$ cat config.mk
export PLATFORM = sky130hd
export DESIGN_NAME = rr_bus_arbiter
export DESIGN_NICKNAME = d
export VERILOG_FILES = /design/src/rtl/arb_pkg.sv /design/src/rtl/rr_priority_encoder.sv /design/src/rtl/rr_bus_arbiter.sv
export SDC_FILE = /design/constraint.sdc
export NUM_CORES = 1
export LEC_CHECK = 0
export ABC_AREA = 1
export BUFFER_PORTS_ARGS = -buffer_cell sky130_fd_sc_hd__buf_2
export CAP_MARGIN = 20
export CORE_UTILIZATION = 35
export DETAILED_ROUTE_END_ITERATION = 10
export RECOVER_POWER = 25
export REMOVE_ABC_BUFFERS = 1
export SLEW_MARGIN = 20
export SYNTH_ARGS = -nofsm -noshare
export SYNTH_HDL_FRONTEND = slang
export SYNTH_SLANG_ARGS = --single-unit
$ cat constraint.sdc
create_clock -name clk -period 3.1 [get_ports clk]
set_input_delay 0.62 -clock clk [delete_from_list [all_inputs] [get_ports clk]]
set_output_delay 0.62 -clock clk [all_outputs]
set_load 0.03 [all_outputs]
$ cat src/rtl/arb_pkg.sv
// Shared constants for the round-robin bus arbiter: state encodings and master count.
package arb_pkg;
    localparam int NUM_REQ = 8;

    localparam logic [1:0] IDLE  = 2'b00;
    localparam logic [1:0] GRANT = 2'b01;
    localparam logic [1:0] TURN  = 2'b10;

    function automatic logic [NUM_REQ-1:0] onehot(input logic [2:0] idx);
        logic [NUM_REQ-1:0] v;
        v = '0;
        v[idx] = 1'b1;
        return v;
    endfunction
endpackage

$ cat src/rtl/rr_priority_encoder.sv
// Combinational round-robin winner search starting just after the last owner.
module rr_priority_encoder
    import arb_pkg::*;
(
    input  logic [NUM_REQ-1:0] req,
    input  logic [2:0]         last,
    output logic               found,
    output logic [2:0]         idx
);
    logic [2:0] cand;

    always_comb begin
        found = 1'b0;
        idx   = 3'd0;
        cand  = 3'd0;
        // Offsets 1..8 wrap naturally in 3 bits; offset 8 revisits last itself.
        for (int i = 1; i <= NUM_REQ; i++) begin
            cand = last + 3'(i);
            if (!found && req[cand]) begin
                found = 1'b1;
                idx   = cand;
            end
        end
    end
endmodule

$ cat src/rtl/rr_bus_arbiter.sv
// Eight-master round-robin bus arbiter with hold limit, turnaround cycle and timeout pulse.
module rr_bus_arbiter
    import arb_pkg::*;
#(
    parameter int MAX_HOLD = 16
) (
    input  logic               clk,
    input  logic               reset_n,
    input  logic [NUM_REQ-1:0] req,
    output logic [NUM_REQ-1:0] grant,
    output logic [2:0]         sel,
    output logic               busy,
    output logic               timeout
);
    localparam logic [7:0] HOLD_LIM = 8'(MAX_HOLD - 1);

    logic [1:0] state;
    logic [7:0] hold_cnt;
    logic [2:0] last;
    logic       found;
    logic [2:0] idx;

    rr_priority_encoder u_enc (
        .req   (req),
        .last  (last),
        .found (found),
        .idx   (idx)
    );

    always_ff @(posedge clk or negedge reset_n) begin
        if (!reset_n) begin
            state    <= IDLE;
            grant    <= '0;
            sel      <= 3'd0;
            busy     <= 1'b0;
            timeout  <= 1'b0;
            hold_cnt <= 8'd0;
            last     <= 3'd7;
        end else begin
            case (state)
                IDLE: begin
                    timeout <= 1'b0;
                    if (found) begin
                        state    <= GRANT;
                        grant    <= onehot(idx);
                        sel      <= idx;
                        last     <= idx;
                        busy     <= 1'b1;
                        hold_cnt <= 8'd0;
                    end
                end
                GRANT: begin
                    hold_cnt <= hold_cnt + 8'd1;
                    // A release coinciding with the limit is a normal release.
                    if (!req[sel]) begin
                        state <= TURN;
                        grant <= '0;
                        busy  <= 1'b0;
                    end else if (hold_cnt == HOLD_LIM) begin
                        state   <= TURN;
                        grant   <= '0;
                        busy    <= 1'b0;
                        timeout <= 1'b1;
                    end
                end
                TURN: begin
                    state   <= IDLE;
                    timeout <= 1'b0;
                end
                default: begin
                    state   <= IDLE;
                    grant   <= '0;
                    busy    <= 1'b0;
                    timeout <= 1'b0;
                end
            endcase
        end
    end
endmodule

==> results of run 1 <==
flip-flops by register name (all words and copies together), names as in the netlist:
signal	count
grant	8
state	2
hold_cnt	8
timeout	1
busy	1
last	3
sel	3
worst max-delay path, stage by stage (launching register included):
cell,delay [ns]
dfstp_2,0.54
inv_2,0.11
ha_1,0.42
inv_1,0.17
nand3_1,0.13
nand3_2,0.09
nand2_2,0.09
nor2_4,0.16
nand4_4,0.13
nor2_4,0.18
nand3_2,0.12
nand2_4,0.13
inv_4,0.07
nand3_4,0.11
inv_2,0.04
nand2_1,0.06
nand2_1,0.05
layout by cell type, fill, tap and decap left out:
master	n
nand2_1	97
nand3_1	30
inv_1	29
nor2_1	26
dfrtp_1	23
buf_2	21
o21ai_0	12
nand3_2	8
nand2_2	7
a21oi_1	7
o21ai_1	6
o22ai_1	6
inv_2	4
ha_1	3
clkbuf_8	3
dfstp_2	3
buf_4	3
xor2_1	2
nand2_4	2
nor2_4	2
nand4_1	2
xnor2_1	1
xor2_2	1
nand4_4	1
a31oi_2	1
o21bai_1	1
nand3b_2	1
inv_4	1
nor3_1	1
nor4_1	1
nand3_4	1
o31ai_1	1
bufinv_16	1
clkbuf_1	1
cell families (layout without fill, tap and decap cells):
logic type / count (synthesis) / in the layout
AO/OA/AOI/OAI: 34 / 34
XOR/XNOR: 4 / 4
adder cells (fa/ha/maj): 3 / 3
buffers and inverters: 39 / 63
flip-flops: 26 / 26
AND/OR/NAND/NOR: 179 / 179
metal layers:
| metal | share of wire | track usage |
|---|---|---|
| met1 | 0.49 | 0.211 |
| met5 | 0 | 0 |
| met2 | 0.45 | 0.265 |
| met4 | 0.0041 | 0.0231 |
| met3 | 0.048 | 0.0359 |
cells in the mapped netlist, types with 2 or more instances:
master	number	area share
nand2_1	97	0.19
nand3_1	30	0.077
inv_1	29	0.056
nor2_1	26	0.050
dfrtp_1	23	0.30
o21ai_0	12	0.031
nand3_2	8	0.041
a21oi_1	7	0.018
nand2_2	7	0.022
o21ai_1	6	0.015
o22ai_1	6	0.019
inv_2	4	0.0077
dfstp_2	3	0.040
ha_1	3	0.019
buf_2	2	0.0051
buf_6	2	0.012
nand2_4	2	0.012
nand4_1	2	0.0064
nor2_4	2	0.012
xor2_1	2	0.0090
area by class of cell:
| class | instances | area [sq um] | area share |
|---|---|---|---|
| Clock buffer | 3 | 41.3 | 0.0188 |
| Clock inverter | 1 | 30.0 | 0.0137 |
| Inverter | 34 | 130 | 0.0592 |
| Multi-Input combinational cell | 220 | 1120 | 0.511 |
| Sequential cell | 26 | 654 | 0.297 |
| Tap cell | 70 | 87.6 | 0.0398 |
| Timing Repair Buffer | 25 | 131 | 0.0597 |
stage by stage:
stage	hold slack (ns)	area, sq um	util	setup slack (ns)
floorplan	0.324	1910	-	0.560
global placement	0.472	2130	0.407	0.414
detailed placement	0.473	2130	0.407	0.399
CTS	0.348	2200	0.420	0.376
global route	0.515	2200	0.420	0.116
finish	0.489	2200	0.420	0.395
path summary, 6_finish.rpt:
| check | from | end | slack (ns) |
|---|---|---|---|
| max | last[0]$_DFFE_PN1P_ | grant[1]$_DFFE_PN0P_ | 0.39 |
| min | grant[3]$_DFFE_PN0P_ | grant[3]$_DFFE_PN0P_ | 0.49 |
| max reg2reg | last[0]$_DFFE_PN1P_ | grant[1]$_DFFE_PN0P_ | 0.39 |
| min reg2reg | grant[3]$_DFFE_PN0P_ | grant[3]$_DFFE_PN0P_ | 0.49 |
| max in group asynchronous | reset_n | grant[7]$_DFFE_PN0P_ | 1.66 |
| min in group asynchronous | reset_n | hold_cnt[4]$_DFFE_PN0P_ | 0.64 |
==> flow_summary.toml, run 1 <==
[synthesis]
yosysSeqAreaShare = 0.336
ys_ff_latch = 26
synthMuxAreaShare = 0
async_flop_share = 1.00
synth_xor_area_frac = 0.0218
syn_inst = 285
synth_top_family_by_area = "simple AND/OR/NAND/NOR gates"
synth_ff_type = "dfrtp_1"
avgSynthCellArea_sq_um = 6.84
yosysWarnings = 0
synthSimpleGateAreaFrac = 0.438
synth_area_sq_um = 1950
synthDistinctLibCells = 32
synth-compound-area-share = 0.0976
synthAdderAreaFrac = 0.0193
synth_edf_count = 0

[min_path]
hold_depth = 2
hp-class = "register to register"

[sta]
rsz0062_at_grt = "no"
hold_violations = 0
period_minus_slack_ns = 2.71
setup_tns_ns = 0
setup_viol = 0
maxSlewViolCount = 0
max_slew_margin = 0.0937
tightest_slew_ns = 1.36
finClkSkew_ns = 0.00305
fmax_mhz = 370
finalCritPeriodShare = 0.873

[clock_network]
post_cts_buffers = 0
clock-sinks = 26
cts_root_buf = "clkbuf_8"
cts_hold_buf = 0
cts.htree.levels = 1
cts_made_buffers = 3
clk_latency_ns = 0.27
cts_resized = 0
cts_buffer_depth = 2
tritoncts = "built"
clkSlewWorstSetupHoldPaths_ns = 0.09

[critical_path]
cp.arrival_ns = 2.87
critPathMaxFanout = 11
worst_setup_path_end_kind = "register"
critical_path_required_ns = 3.26
path_class = "register to register"
start_kind = "register"
worst-r2r-cell-count = 16

[outcome]
outcome = "finished clean"

[floorplan]
core_sq_um = 5240
initial_core_util = 0.372
die-area_sq_um = 5870
chipWidth_um = 76.6
boundaryPins = 23
die_h_um = 76.6
row_count = 26

[global_routing]
track_usage = 0.158
grt_max_degree = 27
grt_pass1_vias = 1740
grt_pass1_wl_um = 7650
antenna_found_initial = 0
grt_remaining_overflow = 0

[run]
cap_violations = 0

[placed_design]
port_buffers = 22
dp_hpwl_um = 3510
place.gp.congestion = 0.933
dp.cells = 375

[detailed_routing]
drt_first_pass_iters = 4
vias_per_cell = 4.87
routedWlPerCell_um = 11.6
drt-initial-drc-count = 124
vias = 1845
ant_nets = 0
drt-total-wl_um = 4390
drcViolationCount = 0

[layout]
final_layout_size_suffix_gt1_frac = 0.194
layout.cells.non_filler = 379
num_antenna_cells = 0
area_growth_pct = 12.8
nFillCells = 546
fin_nets = 323
Power of run 1 is not shown: default switching activity piles up to over one toggle a cycle in this logic, so the estimate is an artifact.
==> run 2: changes to the inputs <==
--- a/config.mk
+++ b/config.mk
@@ -8,5 +8,4 @@
 export ABC_AREA = 1
 export BUFFER_PORTS_ARGS = -buffer_cell sky130_fd_sc_hd__buf_2
-export CAP_MARGIN = 20
 export CORE_UTILIZATION = 35
 export DETAILED_ROUTE_END_ITERATION = 10
==> constraint.sdc (replaced) <==
create_clock -name clk -period 3.1 [get_ports clk]
set_input_delay 0 -clock clk [delete_from_list [all_inputs] [get_ports clk]]
set_output_delay 0 -clock clk [all_outputs]
set_load 0.03 [all_outputs]
==> run 2 against run 1 <==
Net effect:
- via count grew 0.33%
- first-iteration DRC count is 11% higher
- cell count is 0.26% higher
- register-to-register slack barely moved
- count of clock-buffer cells in the layout stayed put
- cell area increased by 0.46%
- routed wire length rose by 0.16%
- flip-flop and latch count stayed put
- utilization increased by 0.19 points
- global-route usage barely moved
- worst setup slack about the same
==> flow_summary.toml, run 2 (synthesized netlist as in run 1, its figures left out) <==
[outcome]
outcome = "finished clean"

[detailed_routing]
vias_per_cell = 4.87
ant_nets = 0
vias = 1851
drt-initial-drc-count = 138
drt_first_pass_iters = 4
drt-total-wl_um = 4400
routedWlPerCell_um = 11.6
drcViolationCount = 0

[layout]
regArea_sq_um = 654
nFillCells = 545
final_layout_size_suffix_gt1_frac = 0.194
fin_nets = 324
largest_registers = "grant (8), hold_cnt (8)"
multi_input_area_sq_um = 1120
num_antenna_cells = 0
final_common_cell = "nand2_1"
mostFrequentLayoutCells = "nand2_1 (97), nand3_1 (30), inv_1 (29)"
area_growth_pct = 13.4

[critical_path]
start_kind = "register"
slowest_stage = "dfstp_2"
path_class = "register to register"
worst_setup_path_end_kind = "register"
worst-r2r-cell-count = 16
rr_startpoint = "last[0]$_DFFE_PN1P_"
critPathLaunch = "last[0]$_DFFE_PN1P_"
critPathMaxFanout = 11
critical_path_buf_inv_count = 4
crit_path_max_incr_delay_ns = 0.54
crit_family = "simple AND/OR/NAND/NOR gates"
r2r_end = "grant[1]$_DFFE_PN0P_"
critical_path_required_ns = 3.27
crit_end = "grant[1]$_DFFE_PN0P_"
crit_path_cell_trace = "inv_2 -> ha_1 -> inv_1 -> nand3_1 -> nand3_2 -> nand2_2 -> nor2_4 -> nand4_4 -> nor2_4 -> nand3_2 -> nand2_4 -> inv_4 -> nand3_4 -> inv_2 -> nand2_1 -> nand2_1"
cp.arrival_ns = 2.87
r2r_slack_ns = 0.39
crit_cells = 16

[floorplan]
core_sq_um = 5240
row_count = 26
initial_core_util = 0.372
die_h_um = 76.6
boundaryPins = 23
chipWidth_um = 76.6
die-area_sq_um = 5870

[global_routing]
grt_pass1_vias = 1746
grt_max_degree = 27
grt_remaining_overflow = 0
antenna_found_initial = 0
track_usage = 0.158
grt_pass1_wl_um = 7660

[clock_network]
clk_latency_ns = 0.27
post_cts_buffers = 0
clkSlewWorstSetupHoldPaths_ns = 0.09
cts_root_buf = "clkbuf_8"
cts_made_buffers = 3
cts_resized = 0
cts.htree.levels = 1
tritoncts = "built"
cts_buffer_depth = 2
clock-sinks = 26

[sta]
max_slew_margin = 0.0903
setup_tns_ns = 0
rsz0062_at_grt = "no"
fmax_mhz = 370
setup_viol = 0
finClkSkew_ns = 0.00230
period_minus_slack_ns = 2.71
hold_violations = 0
finalCritPeriodShare = 0.873
tightest_slew_ns = 1.36
maxSlewViolCount = 0

[placed_design]
dp_hpwl_um = 3510
place.gp.congestion = 0.933
port_buffers = 22

[min_path]
hp-class = "input port to register"

[run]
cap_violations = 0
-- run 2: cell type report --
type                            instances  area share
Sequential cell                        26       0.296
Timing Repair Buffer                   26      0.0640
Multi-Input combinational cell        220       0.509
Tap cell                               70      0.0396
Inverter                               34      0.0589
Clock buffer                            3      0.0187
Clock inverter                          1      0.0136
-- run 2: worst register-to-register path, cell delays in order (launching register included) --
cell	delay, ns
dfstp_2	0.54
inv_2	0.11
ha_1	0.43
inv_1	0.17
nand3_1	0.13
nand3_2	0.09
nand2_2	0.09
nor2_4	0.16
nand4_4	0.13
nor2_4	0.18
nand3_2	0.12
nand2_4	0.13
inv_4	0.07
nand3_4	0.11
inv_2	0.04
nand2_1	0.06
nand2_1	0.05
-- run 2: per-stage QoR --
| stage | instances | setup WS (ns) | hold slack, ns | instance area [sq um] | utilization |
|---|---|---|---|---|---|
| 2_1_floorplan | 280 | 0.560 | -0.296 | 1910 | - |
| 3_3_place_gp | 375 | 0.414 | 0.0322 | 2130 | 0.407 |
| 3_5_place_dp | 375 | 0.399 | 0.0277 | 2130 | 0.407 |
| 4_1_cts | 380 | 0.376 | 0.263 | 2210 | 0.422 |
| 5_1_grt | 380 | 0.116 | 0.352 | 2210 | 0.422 |
| 6_report | 380 | 0.394 | 0.306 | 2210 | 0.422 |
-- run 2: worst min path at each step --
stage | startpoint | endpoint | cells after the start
finish | req[0] | timeout$_DFFE_PN0P_ | 7
global route | req[0] | timeout$_DFFE_PN0P_ | 7
CTS | reset_n | hold_cnt[4]$_DFFE_PN0P_ | 2
detailed placement | reset_n | hold_cnt[4]$_DFFE_PN0P_ | 1
global placement | reset_n | hold_cnt[4]$_DFFE_PN0P_ | 1
floorplan | reset_n | busy$_DFFE_PN0P_ | 0
-- run 2: metal layers --
metal | global-route usage | wire length, um
met1 | 0.211 | 2170
met4 | 0.0231 | 18
met2 | 0.266 | 2000
met3 | 0.0359 | 211
met5 | 0 | 0
-- run 2: timing repair --
action,in CTS,in global routing
hold endpoints to repair,23,0
hold buffers,1,0
setup endpoints to repair,0,0
Power of run 2 is left out for the same reason.
==> run 3: changes to the inputs <==
ABC_AREA = default   (was 1)
==> run 3 against run 2 <==
Net effect:
- critical path depth is 7 lower
- via count shrank 2.0%
- count of clock-buffer cells in the layout is 1 higher
- fmax fell by 10%
- hold slack better by 0.15 ns
- register-to-register slack lost 0.31 ns
- die area grew 11%
- cell area up 18%
- worst setup slack got worse by 0.31 ns
- sequential share of layout area fell by 4.6 points
- flip-flop and latch count unchanged
==> flow_summary.toml, run 3 <==
[outcome]
outcome = "finished clean"

[placed_design]
dp.cells = 316
dp_hpwl_um = 3840
place.gp.congestion = 0.856
port_buffers = 22

[global_routing]
grt_pass1_vias = 1737
antenna_found_initial = 0
grt_remaining_overflow = 0
grt_max_degree = 27
track_usage = 0.170
grt_pass1_wl_um = 8650

[layout]
final_layout_size_suffix_gt1_frac = 0.372
final_common_cell = "dfrtp_1"
area_growth_pct = 20.2
num_antenna_cells = 0
fin_nets = 261
largest_registers = "grant (8), hold_cnt (8)"
fin_util = 0.439
layout.cells.non_filler = 322
nFillCells = 588
mostFrequentLayoutCells = "dfrtp_1 (23), buf_2 (21), mux2i_1 (18), nand2_1 (18), buf_4 (18)"

[clock_network]
clkSlewWorstSetupHoldPaths_ns = 0.09
clk_latency_ns = 0.27
cts_buffer_depth = 2
tritoncts = "built"
clock-sinks = 26
cts.htree.levels = 1
cts_root_buf = "clkbuf_8"
cts_made_buffers = 3

[floorplan]
boundaryPins = 23
die_h_um = 80.9
core_sq_um = 5960
die-area_sq_um = 6540
chipWidth_um = 80.9
row_count = 28
initial_core_util = 0.366

[detailed_routing]
ant_nets = 0
drcViolationCount = 0
vias_per_cell = 5.63
drt_first_pass_iters = 4
drt-total-wl_um = 5080
routedWlPerCell_um = 15.8
vias = 1814
drt-initial-drc-count = 83

[critical_path]
critPathMaxFanout = 6
critical_path_required_ns = 3.27
worst_setup_path_end_kind = "register"
path_class = "register to register"
cp.arrival_ns = 3.18
start_kind = "register"

[sta]
tightest_slew_ns = 1.39
hold_violations = 0
period_minus_slack_ns = 3.01
finClkSkew_ns = 0.00907
rsz0062_at_grt = "yes"
maxSlewViolCount = 0
max_slew_margin = 0.0758
finalCritPeriodShare = 0.972
fmax_mhz = 332
setup_viol = 0
fin_hold_ws_ns = 0.458

[synthesis]
ys_ff_latch = 26
avgSynthCellArea_sq_um = 10.4
synth_ff_type = "dfrtp_1"
synth_edf_count = 0
ys_top_cells_by_area = "dfrtp_1 (26%), mux4_2 (11%), mux2i_1 (8.3%)"
yosys.cell_count.top_type = "dfrtp_1"
synth_commonest_cells = "dfrtp_1 (23), mux2i_1 (18), nand2_1 (18)"
yosysWarnings = 0
yosysSeqAreaShare = 0.301
synth_area_sq_um = 2180
syn_inst = 209
async_flop_share = 1.00
yosys.area.top_type = "dfrtp_1"
yosys.area.top_type_share = 0.264
synthDistinctLibCells = 53

[min_path]
hp-class = "input port to register"

[run]
cap_violations = 0
==> run 3: changes by cell type after synthesis, moves of 5 or more <==
cell     previous run  this run
and3_1              0         5
a32o_1              0         9
nand3_2             8         0
nand2_1            97        18
inv_1              29         9
nand2_2             7         1
mux2_2              0         6
mux2i_1             0        18
nor2_1             26         8
o21ai_1             6         0
mux4_2              0        11
nand3_1            30        15
==> run 3: final cells by class <==
| class | instances | area [sq um] | area share |
|---|---|---|---|
| Multi-Input combinational cell | 165 | 1500 | 0.571 |
| Sequential cell | 26 | 654 | 0.250 |
| Timing Repair Buffer | 43 | 294 | 0.112 |
| Tap cell | 75 | 93.8 | 0.0359 |
| Clock buffer | 4 | 45.0 | 0.0172 |
| Inverter | 9 | 33.8 | 0.0129 |
==> run 3: per-layer routing <==
metal	GRT usage	part of all wire	vias up
met5	0	0	-
met4	0.0393	0.014	0
met3	0.0247	0.018	6
met2	0.266	0.47	24
met1	0.246	0.50	899
li1	-	-	885
==> run 3: worst paths after layout <==
| kind | from | to | slack, ns | depth (start not counted) |
|---|---|---|---|---|
| worst min-delay path | req[0] | timeout$_DFFE_PN0P_ | 0.46 | 5 |
| min in group asynchronous | reset_n | hold_cnt[5]$_DFFE_PN0P_ | 0.57 | 2 |
| worst min register to register | busy$_DFFE_PN0P_ | busy$_DFFE_PN0P_ | 0.49 | 1 |
| max in group asynchronous | reset_n | hold_cnt[2]$_DFFE_PN0P_ | 1.71 | 2 |
| worst max-delay path | last[1]$_DFFE_PN1P_ | grant[2]$_DFFE_PN0P_ | 0.09 | 9 |
| worst max register to register | last[1]$_DFFE_PN1P_ | grant[2]$_DFFE_PN0P_ | 0.09 | 9 |
==> run 3: cells by family after synthesis <==
| logic type | after synthesis | share of synthesized area |
|---|---|---|
| flip-flops | 26 | 0.301 |
| XOR/XNOR | 4 | 0.0247 |
| adder cells (fa/ha/maj) | 3 | 0.0172 |
| AO/OA/AOI/OAI | 51 | 0.198 |
| multiplexers | 36 | 0.240 |
| AND/OR/NAND/NOR | 71 | 0.172 |
| buffers and inverters | 18 | 0.0483 |
==> run 3: per-stage QoR <==
| step | worst slack, ns | setup TNS, ns | cell area (sq um) |
|---|---|---|---|
| floorplan | -0.592 | -10.67 | 2110 |
| global placement | 0.0163 | 0 | 2480 |
| detailed placement | -0.0405 | -0.160 | 2480 |
| CTS | 0.0406 | 0 | 2550 |
| global route | -0.0190 | -0.0693 | 2620 |
| finish | 0.0872 | 0 | 2620 |
==> run 3: repair_timing <==
action / CTS / global route
endpoints found under the setup margin: 7 / 20
hold endpoints to repair: 23 / 0
setup buffers: 1 / 0
cloned: 0 / 0
pin swaps: 2 / 10
hold buffers: 1 / 0
resized for setup: 3 / 17
==> run 3: critical path, stage by stage, from the launching register on <==
cell     delay [ns]
dfstp_2        0.54
inv_2          0.05
ha_4           0.31
mux2_4         0.31
mux4_2         0.53
o32ai_4        0.38
and3_4         0.26
a211o_4        0.18
nor2_2         0.09
a32o_1         0.27
Power of run 3 is left out for the same reason.
